**src/rtl/l2_cache_control_pkg.sv**
```systemverilog
// Shared types and constants for the L2 cache controller.
//   l2_state_t        : controller states (IDLE, COMPARE, WRITEBACK, FETCH)
//   DATA_SEL_*        : data array write source select encodings
//   PADDR_*           : physical memory address source select encodings
package l2_types;

  typedef enum logic [1:0] {
    IDLE      = 2'd0,
    COMPARE   = 2'd1,
    WRITEBACK = 2'd2,
    FETCH     = 2'd3
  } l2_state_t;

  localparam logic DATA_SEL_UPSTREAM = 1'b0;
  localparam logic DATA_SEL_PMEM     = 1'b1;

  localparam logic PADDR_REQ    = 1'b0;
  localparam logic PADDR_VICTIM = 1'b1;

endpackage

```
**src/rtl/l2_cache_control_sat_counter.sv**
```systemverilog
// Saturating up-counter used for the L2 hit/miss performance counters.
// Ports:
//   clk   : clock
//   rst   : asynchronous active-high reset, clears count
//   inc   : increment request for this cycle
//   count : current value; holds at all-ones instead of wrapping
module l2_sat_counter #(
  parameter int W = 16
) (
  input  logic         clk,
  input  logic         rst,
  input  logic         inc,
  output logic [W-1:0] count
);

  always_ff @(posedge clk or posedge rst) begin
    if (rst) begin
      count <= '0;
    end else if (inc && (count != {W{1'b1}})) begin
      count <= count + 1'b1;
    end
  end

endmodule

```
**src/rtl/l2_cache_control.sv**
```systemverilog
// Control FSM for the 2-way, 64-set L2 cache. Serves line requests from the
// L1 arbiter, writes back dirty victims, refills from physical memory and
// re-checks. Pure control: tag compare results come in, array load enables
// and datapath selects go out.
// Handshake: mem_read/mem_write are held by upstream until the one-cycle
// mem_resp pulse; pmem_read/pmem_write are held by this block until the
// one-cycle pmem_resp pulse. A pmem_resp outside WRITEBACK/FETCH is ignored.
// Ports:
//   clk, rst                 : clock, asynchronous active-high reset
//   mem_read, mem_write      : upstream request (both set = write)
//   mem_resp                 : upstream completion pulse
//   hit0/1, dirty0/1, lru    : array lookups for the current index
//   pmem_resp                : physical memory completion pulse
//   pmem_read, pmem_write    : physical memory requests
//   load_*                   : per-way array write enables, LRU write enable
//   dirty_in, lru_in         : values written to the dirty / LRU arrays
//   data_sel, way_sel        : data source select, output way select
//   pmem_addr_sel            : 0 = request address, 1 = victim address
//   hit_count, miss_count    : saturating performance counters
//   dbg_state                : current FSM state, for observation
module l2_cache_control
  import l2_types::*;
#(
  parameter int CNT_W = 16
) (
  input  logic             clk,
  input  logic             rst,
  input  logic             mem_read,
  input  logic             mem_write,
  output logic             mem_resp,
  input  logic             hit0,
  input  logic             hit1,
  input  logic             dirty0,
  input  logic             dirty1,
  input  logic             lru,
  input  logic             pmem_resp,
  output logic             pmem_read,
  output logic             pmem_write,
  output logic             load_data0,
  output logic             load_data1,
  output logic             load_tag0,
  output logic             load_tag1,
  output logic             load_valid0,
  output logic             load_valid1,
  output logic             load_dirty0,
  output logic             load_dirty1,
  output logic             dirty_in,
  output logic             load_lru,
  output logic             lru_in,
  output logic             data_sel,
  output logic             way_sel,
  output logic             pmem_addr_sel,
  output logic [CNT_W-1:0] hit_count,
  output logic [CNT_W-1:0] miss_count,
  output l2_state_t        dbg_state
);

  l2_state_t state, next_state;
  // Set only for the COMPARE cycle that follows a refill, so that the
  // re-check hit is not counted a second time.
  logic refill;

  logic hit, hit_way, victim_dirty, hit_inc, miss_inc;

  assign hit          = hit0 | hit1;
  assign hit_way      = ~hit0;           // way 0 wins when both hit
  assign victim_dirty = lru ? dirty1 : dirty0;
  assign hit_inc      = (state == COMPARE) && hit && !refill;
  assign miss_inc     = (state == COMPARE) && !hit;
  assign dbg_state    = state;

  always_ff @(posedge clk or posedge rst) begin
    if (rst) begin
      state  <= IDLE;
      refill <= 1'b0;
    end else begin
      state  <= next_state;
      refill <= (state == FETCH) && pmem_resp;
    end
  end

  always_comb begin
    next_state    = state;
    mem_resp      = 1'b0;
    pmem_read     = 1'b0;
    pmem_write    = 1'b0;
    load_data0    = 1'b0;
    load_data1    = 1'b0;
    load_tag0     = 1'b0;
    load_tag1     = 1'b0;
    load_valid0   = 1'b0;
    load_valid1   = 1'b0;
    load_dirty0   = 1'b0;
    load_dirty1   = 1'b0;
    dirty_in      = 1'b0;
    load_lru      = 1'b0;
    lru_in        = 1'b0;
    data_sel      = DATA_SEL_UPSTREAM;
    way_sel       = 1'b0;
    pmem_addr_sel = PADDR_REQ;
    case (state)
      IDLE: begin
        if (mem_read || mem_write) next_state = COMPARE;
      end
      COMPARE: begin
        if (hit) begin
          mem_resp   = 1'b1;
          way_sel    = hit_way;
          load_lru   = 1'b1;
          lru_in     = ~hit_way;
          if (mem_write) begin
            load_data0  = ~hit_way;
            load_data1  = hit_way;
            load_dirty0 = ~hit_way;
            load_dirty1 = hit_way;
            dirty_in    = 1'b1;
            data_sel    = DATA_SEL_UPSTREAM;
          end
          next_state = IDLE;
        end else begin
          next_state = victim_dirty ? WRITEBACK : FETCH;
        end
      end
      WRITEBACK: begin
        pmem_write    = 1'b1;
        way_sel       = lru;
        pmem_addr_sel = PADDR_VICTIM;
        if (pmem_resp) next_state = FETCH;
      end
      FETCH: begin
        pmem_read     = 1'b1;
        pmem_addr_sel = PADDR_REQ;
        if (pmem_resp) begin
          // Whole refill lands in the victim way at this edge.
          load_data0  = ~lru;
          load_data1  = lru;
          load_tag0   = ~lru;
          load_tag1   = lru;
          load_valid0 = ~lru;
          load_valid1 = lru;
          load_dirty0 = ~lru;
          load_dirty1 = lru;
          dirty_in    = 1'b0;
          data_sel    = DATA_SEL_PMEM;
          next_state  = COMPARE;
        end
      end
      default: next_state = IDLE;
    endcase
  end

  l2_sat_counter #(.W(CNT_W)) u_hit_cnt (
    .clk   (clk),
    .rst   (rst),
    .inc   (hit_inc),
    .count (hit_count)
  );

  l2_sat_counter #(.W(CNT_W)) u_miss_cnt (
    .clk   (clk),
    .rst   (rst),
    .inc   (miss_inc),
    .count (miss_count)
  );

endmodule

```
**config.mk**
```make
export PLATFORM = sky130hd
export DESIGN_NAME = l2_cache_control
export DESIGN_NICKNAME = d
export VERILOG_FILES = /design/src/rtl/l2_cache_control_pkg.sv /design/src/rtl/l2_cache_control_sat_counter.sv /design/src/rtl/l2_cache_control.sv
export SDC_FILE = /design/constraint.sdc
export NUM_CORES = 1
export LEC_CHECK = 0
export BUFFER_PORTS_ARGS = -buffer_cell sky130_fd_sc_hd__buf_4
export CAP_MARGIN = 10
export CORE_ASPECT_RATIO = 1.25
export CORE_MARGIN = 4
export CORE_UTILIZATION = 25
export DETAILED_ROUTE_END_ITERATION = 7
export PLACE_DENSITY_LB_ADDON = 0.3
export SYNTH_ARGS = -nofsm -noshare
export SYNTH_HDL_FRONTEND = slang
export SYNTH_SLANG_ARGS = --single-unit
```
**constraint.sdc**
```tcl
create_clock -name clk -period 1.6 [get_ports clk]
set_input_delay 0 -clock clk [delete_from_list [all_inputs] [get_ports clk]]
set_output_delay 0 -clock clk [all_outputs]
set_load 0.005 [all_outputs]
```
==> results of run 1 <==
[metal layers]
metal	track usage	up-vias
li1	-	909
met1	0.127	877
met2	0.218	30
met3	0.0295	7
met4	0.0356	0
met5	0	-
[flip-flops by register name, indices dropped and copies added, names as in the netlist]
name              flops
u_miss_cnt.count     16
refill                1
u_hit_cnt.count      16
dbg_state             2
[per-stage QoR]
step / utilization / instance area, um^2
global placement: 0.383 / 2870
finish: 0.431 / 3230
detailed placement: 0.383 / 2870
CTS: 0.409 / 3060
global route: 0.431 / 3230
floorplan: - / 1960
[tightest hold or removal path, cell delays in order]
cell,delay [ns]
buf_4,0.08
o32ai_2,0.09
nand2_1,0.07
o21ai_0,0.06
[worst paths after layout]
kind	start	end	slack [ns]	depth (start not counted)
setup / recovery	u_hit_cnt.count[0]	u_hit_cnt.count[1]	-0.03	5
hold / removal	mem_read	dbg_state[1]	0.07	4
setup reg to reg	u_hit_cnt.count[0]	u_hit_cnt.count[1]	-0.03	5
hold reg to reg	u_hit_cnt.count[13]	u_hit_cnt.count[13]	0.56	2
max in group asynchronous	rst	u_hit_cnt.count[15]	0.90	4
min in group asynchronous	rst	u_hit_cnt.count[9]	0.37	4
[cells by family (layout without fill, tap and decap cells)]
logic type      after synthesis  in the layout  share of synthesized area
compound gates               17             17                     0.0567
xor+xnor                     28             28                      0.126
fa+ha+maj                     8              8                     0.0516
buf+inv                      14            137                     0.0426
flops                        35             35                      0.451
mux                           3              3                     0.0206
simple gates                 81             81                      0.251
[synth_stat cells, types with 4 or more instances]
cell and number:
xnor2_1 14, and2_1 5, nand2_1 12, dfrtp_1 35, xor2_1 14, ha_1 8
inv_1 7, nand4_1 8, a21oi_1 5, and4_1 4, nor2_1 10, nand3_1 13
nor3_1 8, buf_4 6
[cell type report]
type	count	area share
clock inverters	3	0.0136
inverters	7	0.00814
repair buffers	122	0.289
multi-input cells	137	0.361
clock buffers	5	0.0213
flip-flops and latches	35	0.271
well taps	92	0.0357
[repair_timing]
item                       in CTS  in global routing
hold buffers                    2                  0
resized for setup              12                 26
buffers inserted                1                  6
setup endpoints to repair      15                 34
pin swaps                      16                 13
hold endpoints to repair       36                  0
[where the power goes]
group	internal, W	switching (W)	total (W)
Sequential	0.00105	0.000137	0.00119
Clock	0.000464	0.000336	0.000799
Combinational	0.00113	0.000845	0.00198
==> results.yml, run 1 <==
floorplan:
  io_pins: 61
  die_area_um2: 9250
  die_height_um: 107
  start_util: 0.259
  core_area_um2: 7490
  fp-row-count: 35
  die_width_um: 86.8
routing:
  dr.pass1.iters: 4
  num_vias: 1823
  ant_nets: 0
  avgRoutedWirePerCell_um: 13.0
  drt_wl_total_mm: 5.23
  wl_met2_mm: 2.92
  drt_iter0_markers: 23
  routed.top_layer: "met4"
  drc: 0
  routed-wl-met3_um: 202
  met1_length_mm: 2.06
  vias_per_cell: 4.55
final_layout:
  instances_no_fill: 401
  area_growth_syn_to_layout_pct: 66.3
  multi_input_area_um2: 1160
  regArea_um2: 876
  fill_cells: 733
  final_cell_mix: "buf_4, dfrtp_1, xor2_1, xnor2_1, nand2_1"
  drive_gt1_frac: 0.566
  nets: 326
  antennaDiodeCount: 0
  layout.cells.most_common: "buf_4"
setup_path:
  crit_chain: "ha_2 -> nand3_2 -> or4_4 -> nand2_4 -> mux2_4"
  crit_type: "flop to flop"
  slowest_stage: "or4_4"
  worstPathMaxFanout: 2
  end_kind: "flop"
  cp_data_arrival_time_ns: 1.81
  cpPeakStageDelay_ns: 0.52
  cp_top_family: "simple AND/OR/NAND/NOR gates"
  worst_ep_required_time_ns: 1.78
  crit_path_start_kind: "flop"
  worst-path-buf-inv: 0
logic_synthesis:
  ys_seq_area_frac: 0.451
  synth-edff-count: 0
  ys_seq_elements: 35
  ys.flop_type: "dfrtp_1"
  synthDominantCellAreaShare: 0.451
  synthArstFlopShare: 1.00
  syn_area_per_cell_um2: 10.4
  synth_top_area_cell: "dfrtp_1"
  synth_cell_types: 40
  ys_warn_count: 0
  synth_area_leaders: "dfrtp_1, xnor2_1, xor2_1"
  synth.net_count: 204
  synth_area_um2: 1940
  synthCells: 186
sta:
  finalSetupViolations: 5
  period_needed_ns: 1.63
  fin_worst_skew_ns: 0.0149
  setup-tns-final_ns: -0.0702
  report.final.slew_viol_count: 0
  rsz0062_at_grt: "yes"
  worst_pin_slew_ns: 0.461
  period_share: 1.02
  setup_ws_ns: -0.0285
  max-slew-margin-rel: 0.693
  hold_slack_ns: 0.0672
  hold_viol_final: 0
  fmax_mhz: 614
global_routing:
  grt_pass1_vias: 1891
  grt_max_degree: 36
  antenna_found_initial: 0
  grt_overflow: 0
  grt_util_all_layers: 0.117
  grt_pass1_wl_mm: 8.63
pwr:
  power_w: 0.00397
  peakVddDrop_mv: 0.662
  p_leak_nw: 1.61
  power_density_nw_per_um2: 1230
clock_network:
  cts_buffers: 5
  cts_root_buf: "clkbuf_8"
  cts.path.max_buffers: 2
  path_clk_slew_ns: 0.08
  insertion_delay_ns: 0.29
  cts_tree: "yes"
  cts_sinks: 35
  htree_levels: 2
run_status:
  violations: "setup timing"
  status: "complete, but fails checks"
placement:
  portBuffers: 60
  dp_hpwl_mm: 4.04
  gp_congestion: 0.796
  dp_cells: 384
  place_ws_ns: -0.0520
run:
  cap_violations: 0
hold_path:
  min_path_type: "input port to flop"
(Power assumes the default switching activity.)
==> run 2, diff against run 1 <==
==> constraint.sdc (replaced) <==
create_clock -name clk -period 1.9 [get_ports clk]
set_input_delay 0 -clock clk [delete_from_list [all_inputs] [get_ports clk]]
set_output_delay 0 -clock clk [all_outputs]
set_load 0.005 [all_outputs]
==> results.yml, run 2 (synthesized netlist as in run 1, its figures left out) <==
global_routing:
  antenna_found_initial: 0
  grt_pass1_vias: 1652
  grt_use_met3: 0.0349
  met2_usage: 0.194
  use_met1: 0.120
  grt_pass1_wl_mm: 7.91
  grt_max_degree: 36
  grt_util_all_layers: 0.108
  grt_overflow: 0
  grt_busiest_layer: "met2"
sta:
  period_needed_ns: 1.78
  period_share: 0.938
  report.final.slew_viol_count: 0
  finalSetupViolations: 0
  fin_worst_skew_ns: 0.00699
  fmax_mhz: 561
  max-slew-margin-rel: 0.560
  hold_viol_final: 0
  worst_pin_slew_ns: 0.651
clock_network:
  cts_sinks: 35
  cts_buffers: 5
  cts_tree: "yes"
  cts.path.max_buffers: 2
  insertion_delay_ns: 0.29
  htree_levels: 2
  cts_root_buf: "clkbuf_8"
  path_clk_slew_ns: 0.07
pwr:
  power_frac_clock: 0.218
  power_density_nw_per_um2: 1020
  p_leak_nw: 1.34
  p_sw_frac: 0.338
  p_comb_frac: 0.394
  power.switching_w: 0.000925
  peakVddDrop_mv: 0.623
  sequentialPowerShare: 0.388
  p_int_w: 0.00181
setup_path:
  worst-path-buf-inv: 1
  timing.rr.start: "u_hit_cnt.count[0]"
  timing.rr.end: "u_hit_cnt.count[11]"
  slowest_stage: "or4_4"
  worstPathMaxFanout: 8
  crit_path_start_kind: "flop"
  worst_ep_required_time_ns: 2.11
  end_kind: "flop"
  cp_top_family: "simple AND/OR/NAND/NOR gates"
  reg2reg_slack_ns: 0.12
  crit_type: "flop to flop"
  cp_data_arrival_time_ns: 1.99
  cpPeakStageDelay_ns: 0.53
  r2r_cells: 6
  crit_chain: "ha_1 -> nand3_1 -> or4_4 -> buf_4 -> nand4_1 -> xnor2_1"
routing:
  num_vias: 1632
  dr.pass1.iters: 4
  vias_per_cell: 4.62
  drc: 0
  drt_wl_total_mm: 4.76
  avgRoutedWirePerCell_um: 13.5
  drt_iter0_markers: 45
  ant_nets: 0
hold_path:
  min_delay_path_depth: 3
  whs_endpoint: "dbg_state[0]"
  min_from: "mem_read"
  min_path_type: "input port to flop"
run:
  cap_violations: 0
floorplan:
  die_height_um: 107
  die_width_um: 86.8
  fp-row-count: 35
  core_area_um2: 7490
  io_pins: 61
  die_area_um2: 9250
  start_util: 0.259
final_layout:
  nets: 278
  instances_no_fill: 353
  final_cell_mix: "buf_4, dfrtp_1, xor2_1, xnor2_1, nand3_1"
  area_growth_syn_to_layout_pct: 37.4
  drive_gt1_frac: 0.352
  layout.cells.most_common: "buf_4"
  final_util: 0.356
  antennaDiodeCount: 0
run_status:
  status: "finished clean"
placement:
  dp_cells: 343
  dp_hpwl_mm: 3.64
  gp_congestion: 0.769
  portBuffers: 60
==> run 2: cell count changes in the layout (fill, tap and decap cells not counted), sizes merged <==
cell | before | now
clkinv | 2 | 0
bufinv | 1 | 0
buf | 120 | 72
clkbuf | 5 | 8
==> run 2: worst min-delay path, delay by kind of cell <==
kind,cells,cell delay [ns]
AOI/OAI and AO/OA,2,0.26
buffers and inverters,1,0.08
==> run 2: power by group through the flow <==
stage,Sequential [W],Combinational (W),Clock [W]
global placement,0.00107,0.00108,0
global route,0.00109,0.00122,0.000650
floorplan,0.00107,0.000580,0
CTS,0.00106,0.00110,0.000617
finish,0.00106,0.00108,0.000595
detailed placement,0.00107,0.00110,0
==> run 2: worst max-delay path by stage <==
stage                        from              endpoint  cells past startpoint
2_1_floorplan  u_hit_cnt.count[0]    u_hit_cnt.count[1]                      6
3_3_place_gp   u_hit_cnt.count[0]   u_hit_cnt.count[11]                      6
3_5_place_dp   u_hit_cnt.count[0]    u_hit_cnt.count[1]                      5
4_1_cts        u_hit_cnt.count[0]   u_hit_cnt.count[11]                      6
5_1_grt              dbg_state[1]  u_miss_cnt.count[11]                      7
6_report       u_hit_cnt.count[0]   u_hit_cnt.count[11]                      6
==> run 2: metal layers <==
layer,up-vias,part of all wire
li1,808,-
met1,778,0.39
met2,40,0.55
met3,6,0.049
met4,0,0.010
met5,-,0
==> run 2: through the flow <==
step	area [um^2]	setup slack (ns)	total power, W	hold WS, ns	setup TNS, ns
finish	2670	0.117	0.00273	0.0974	0
detailed placement	2540	0.125	0.00217	0.151	0
global placement	2540	0.148	0.00215	0.145	0
CTS	2660	0.111	0.00278	0.0864	0
global route	2670	-0.00207	0.00296	0.115	-0.00375
floorplan	1940	0.147	0.00165	0.0460	0
==> run 2: final cells by class <==
cell class / instances / area, um^2
tap: 92 / 115
timing repair buffer: 74 / 561
clock buffer: 8 / 100
inverter: 7 / 26.3
multi-input combinational: 137 / 988
fill: 766 / 4820
sequential: 35 / 876
==> run 2: repair_timing <==
action,4_1_cts,5_1_grt
resized for setup,0,1
setup buffers,0,0
hold buffers,2,0
hold endpoints to repair,36,0
endpoints found under the setup margin,0,1
==> run 3, diff against run 2 <==
--- a/config.mk
+++ b/config.mk
@@ -9,7 +9,7 @@
 export CAP_MARGIN = 10
 export CORE_ASPECT_RATIO = 1.25
 export CORE_MARGIN = 4
-export CORE_UTILIZATION = 25
+export CORE_UTILIZATION = 40
 export DETAILED_ROUTE_END_ITERATION = 7
 export PLACE_DENSITY_LB_ADDON = 0.3
 export SYNTH_ARGS = -nofsm -noshare
==> results.yml, run 3 (synthesized netlist as in run 1, its figures left out) <==
run_status:
  status: "finished clean"
sta:
  period_needed_ns: 1.81
  report.final.slew_viol_count: 0
  fmax_mhz: 553
  setup-tns-final_ns: 0
  hold_viol_final: 0
  fin_worst_skew_ns: 0.00919
  period_share: 0.951
  max-slew-margin-rel: 0.599
  worst_pin_slew_ns: 0.594
  finalSetupViolations: 0
  rsz0062_at_grt: "no"
final_layout:
  drive_gt1_frac: 0.359
  nets: 276
  final_cell_mix: "buf_4, dfrtp_1, xor2_1, xnor2_1, nand3_1"
  final_util: 0.562
  fill_cells: 429
  antennaDiodeCount: 0
  layout.cells.most_common: "buf_4"
  area_growth_syn_to_layout_pct: 36.9
placement:
  portBuffers: 60
  dp_hpwl_mm: 3.30
  gp_congestion: 0.813
clock_network:
  cts_root_buf: "clkbuf_8"
  cts_buffers: 5
  htree_levels: 2
  path_clk_slew_ns: 0.08
  insertion_delay_ns: 0.29
  cts_sinks: 35
  postCtsSetupBuffers: 0
  cts_tree: "yes"
  cts.path.max_buffers: 2
setup_path:
  end_kind: "flop"
  startpoint: "u_hit_cnt.count[0]"
  worstPathMaxFanout: 9
  crit_path_start_kind: "flop"
  cp_data_arrival_time_ns: 1.99
  worst_ep_required_time_ns: 2.08
  timing.rr.start: "u_hit_cnt.count[0]"
  reg2reg_slack_ns: 0.09
  endpoint: "u_hit_cnt.count[1]"
  timing.rr.end: "u_hit_cnt.count[1]"
  crit_type: "flop to flop"
  r2r_cells: 5
floorplan:
  start_util: 0.410
  core_area_um2: 4730
  io_pins: 61
  die_height_um: 85.9
  die_width_um: 70.3
  fp-row-count: 28
  die_area_um2: 6040
routing:
  drt_wl_total_mm: 4.44
  num_vias: 1618
  vias_per_cell: 5.07
  ant_nets: 0
  drt_iter0_markers: 54
  dr.pass1.iters: 4
  drc: 0
  avgRoutedWirePerCell_um: 13.9
global_routing:
  grt_overflow: 0
  antenna_found_initial: 0
  grt_max_degree: 36
  met2_usage: 0.256
  grt_pass1_vias: 1543
  grt_pass1_wl_mm: 7.14
  use_met1: 0.166
  grt_util_all_layers: 0.150
  grt_busiest_layer: "met2"
  grt_use_met3: 0.0387
pwr:
  power_density_nw_per_um2: 1120
  power.switching_w: 0.000971
  sequentialPowerShare: 0.359
  power_w: 0.00298
  p_comb_frac: 0.368
  p_leak_nw: 1.35
  p_int_w: 0.00201
  p_sw_frac: 0.325
  peakVddDrop_mv: 0.888
  power_frac_clock: 0.273
run:
  cap_violations: 0
hold_path:
  min_path_type: "input port to flop"
run 3: area by class of cell:
| cell class | count | area (um^2) | area share |
|---|---|---|---|
| Clock buffer | 5 | 68.8 | 0.0259 |
| Clock inverter | 3 | 67.6 | 0.0254 |
| Inverter | 7 | 26.3 | 0.00989 |
| Multi-Input combinational cell | 137 | 996 | 0.375 |
| Sequential cell | 35 | 877 | 0.330 |
| Tap cell | 60 | 75.1 | 0.0283 |
| Timing Repair Buffer | 72 | 546 | 0.205 |
run 3: power groups by stage:
stage / logic [W] / clock network (W) / registers [W]
6_report: 0.00110 / 0.000814 / 0.00107
5_1_grt: 0.00121 / 0.000864 / 0.00111
4_1_cts: 0.00107 / 0.000834 / 0.00107
3_5_place_dp: 0.00106 / 0 / 0.00108
3_3_place_gp: 0.00104 / 0 / 0.00107
2_1_floorplan: 0.000580 / 0 / 0.00107
run 3: worst min-delay path by stage:
stage | start | end | cells past startpoint
final | mem_read | dbg_state[1] | 4
after global routing | mem_read | dbg_state[1] | 4
after CTS | mem_read | dbg_state[1] | 4
after detailed placement | rst | u_hit_cnt.count[11] | 3
after global placement | rst | u_hit_cnt.count[14] | 3
after floorplan | lru | load_tag0 | 1
run 3: layer usage:
| layer | up-vias | wire length, um |
|---|---|---|
| met4 | 0 | 130 |
| li1 | 801 | - |
| met5 | - | 0 |
| met2 | 46 | 2390 |
| met1 | 762 | 1690 |
| met3 | 9 | 230 |
run 3: repair_timing:
action | CTS | global route
gates resized for setup | 0 | 4
hold endpoints to repair | 36 | 0
hold buffers | 2 | 0
setup endpoints to repair | 0 | 1
run 3: metrics by stage:
stage,cells,setup WS [ns],cell area (um^2),hold slack [ns]
after floorplan,186,0.147,1940,0.0460
after global placement,309,0.149,2480,0.135
after detailed placement,309,0.111,2480,0.135
after CTS,319,0.00587,2640,0.107
after global routing,319,0.0120,2660,0.0796
final,319,0.0930,2660,0.0746
run 3: critical path: stages (launching register included):
cell     delay (ns)
dfrtp_1        0.42
ha_1           0.19
nand3_1        0.11
or4_4          0.58
nand2_4        0.11
mux2_4         0.29
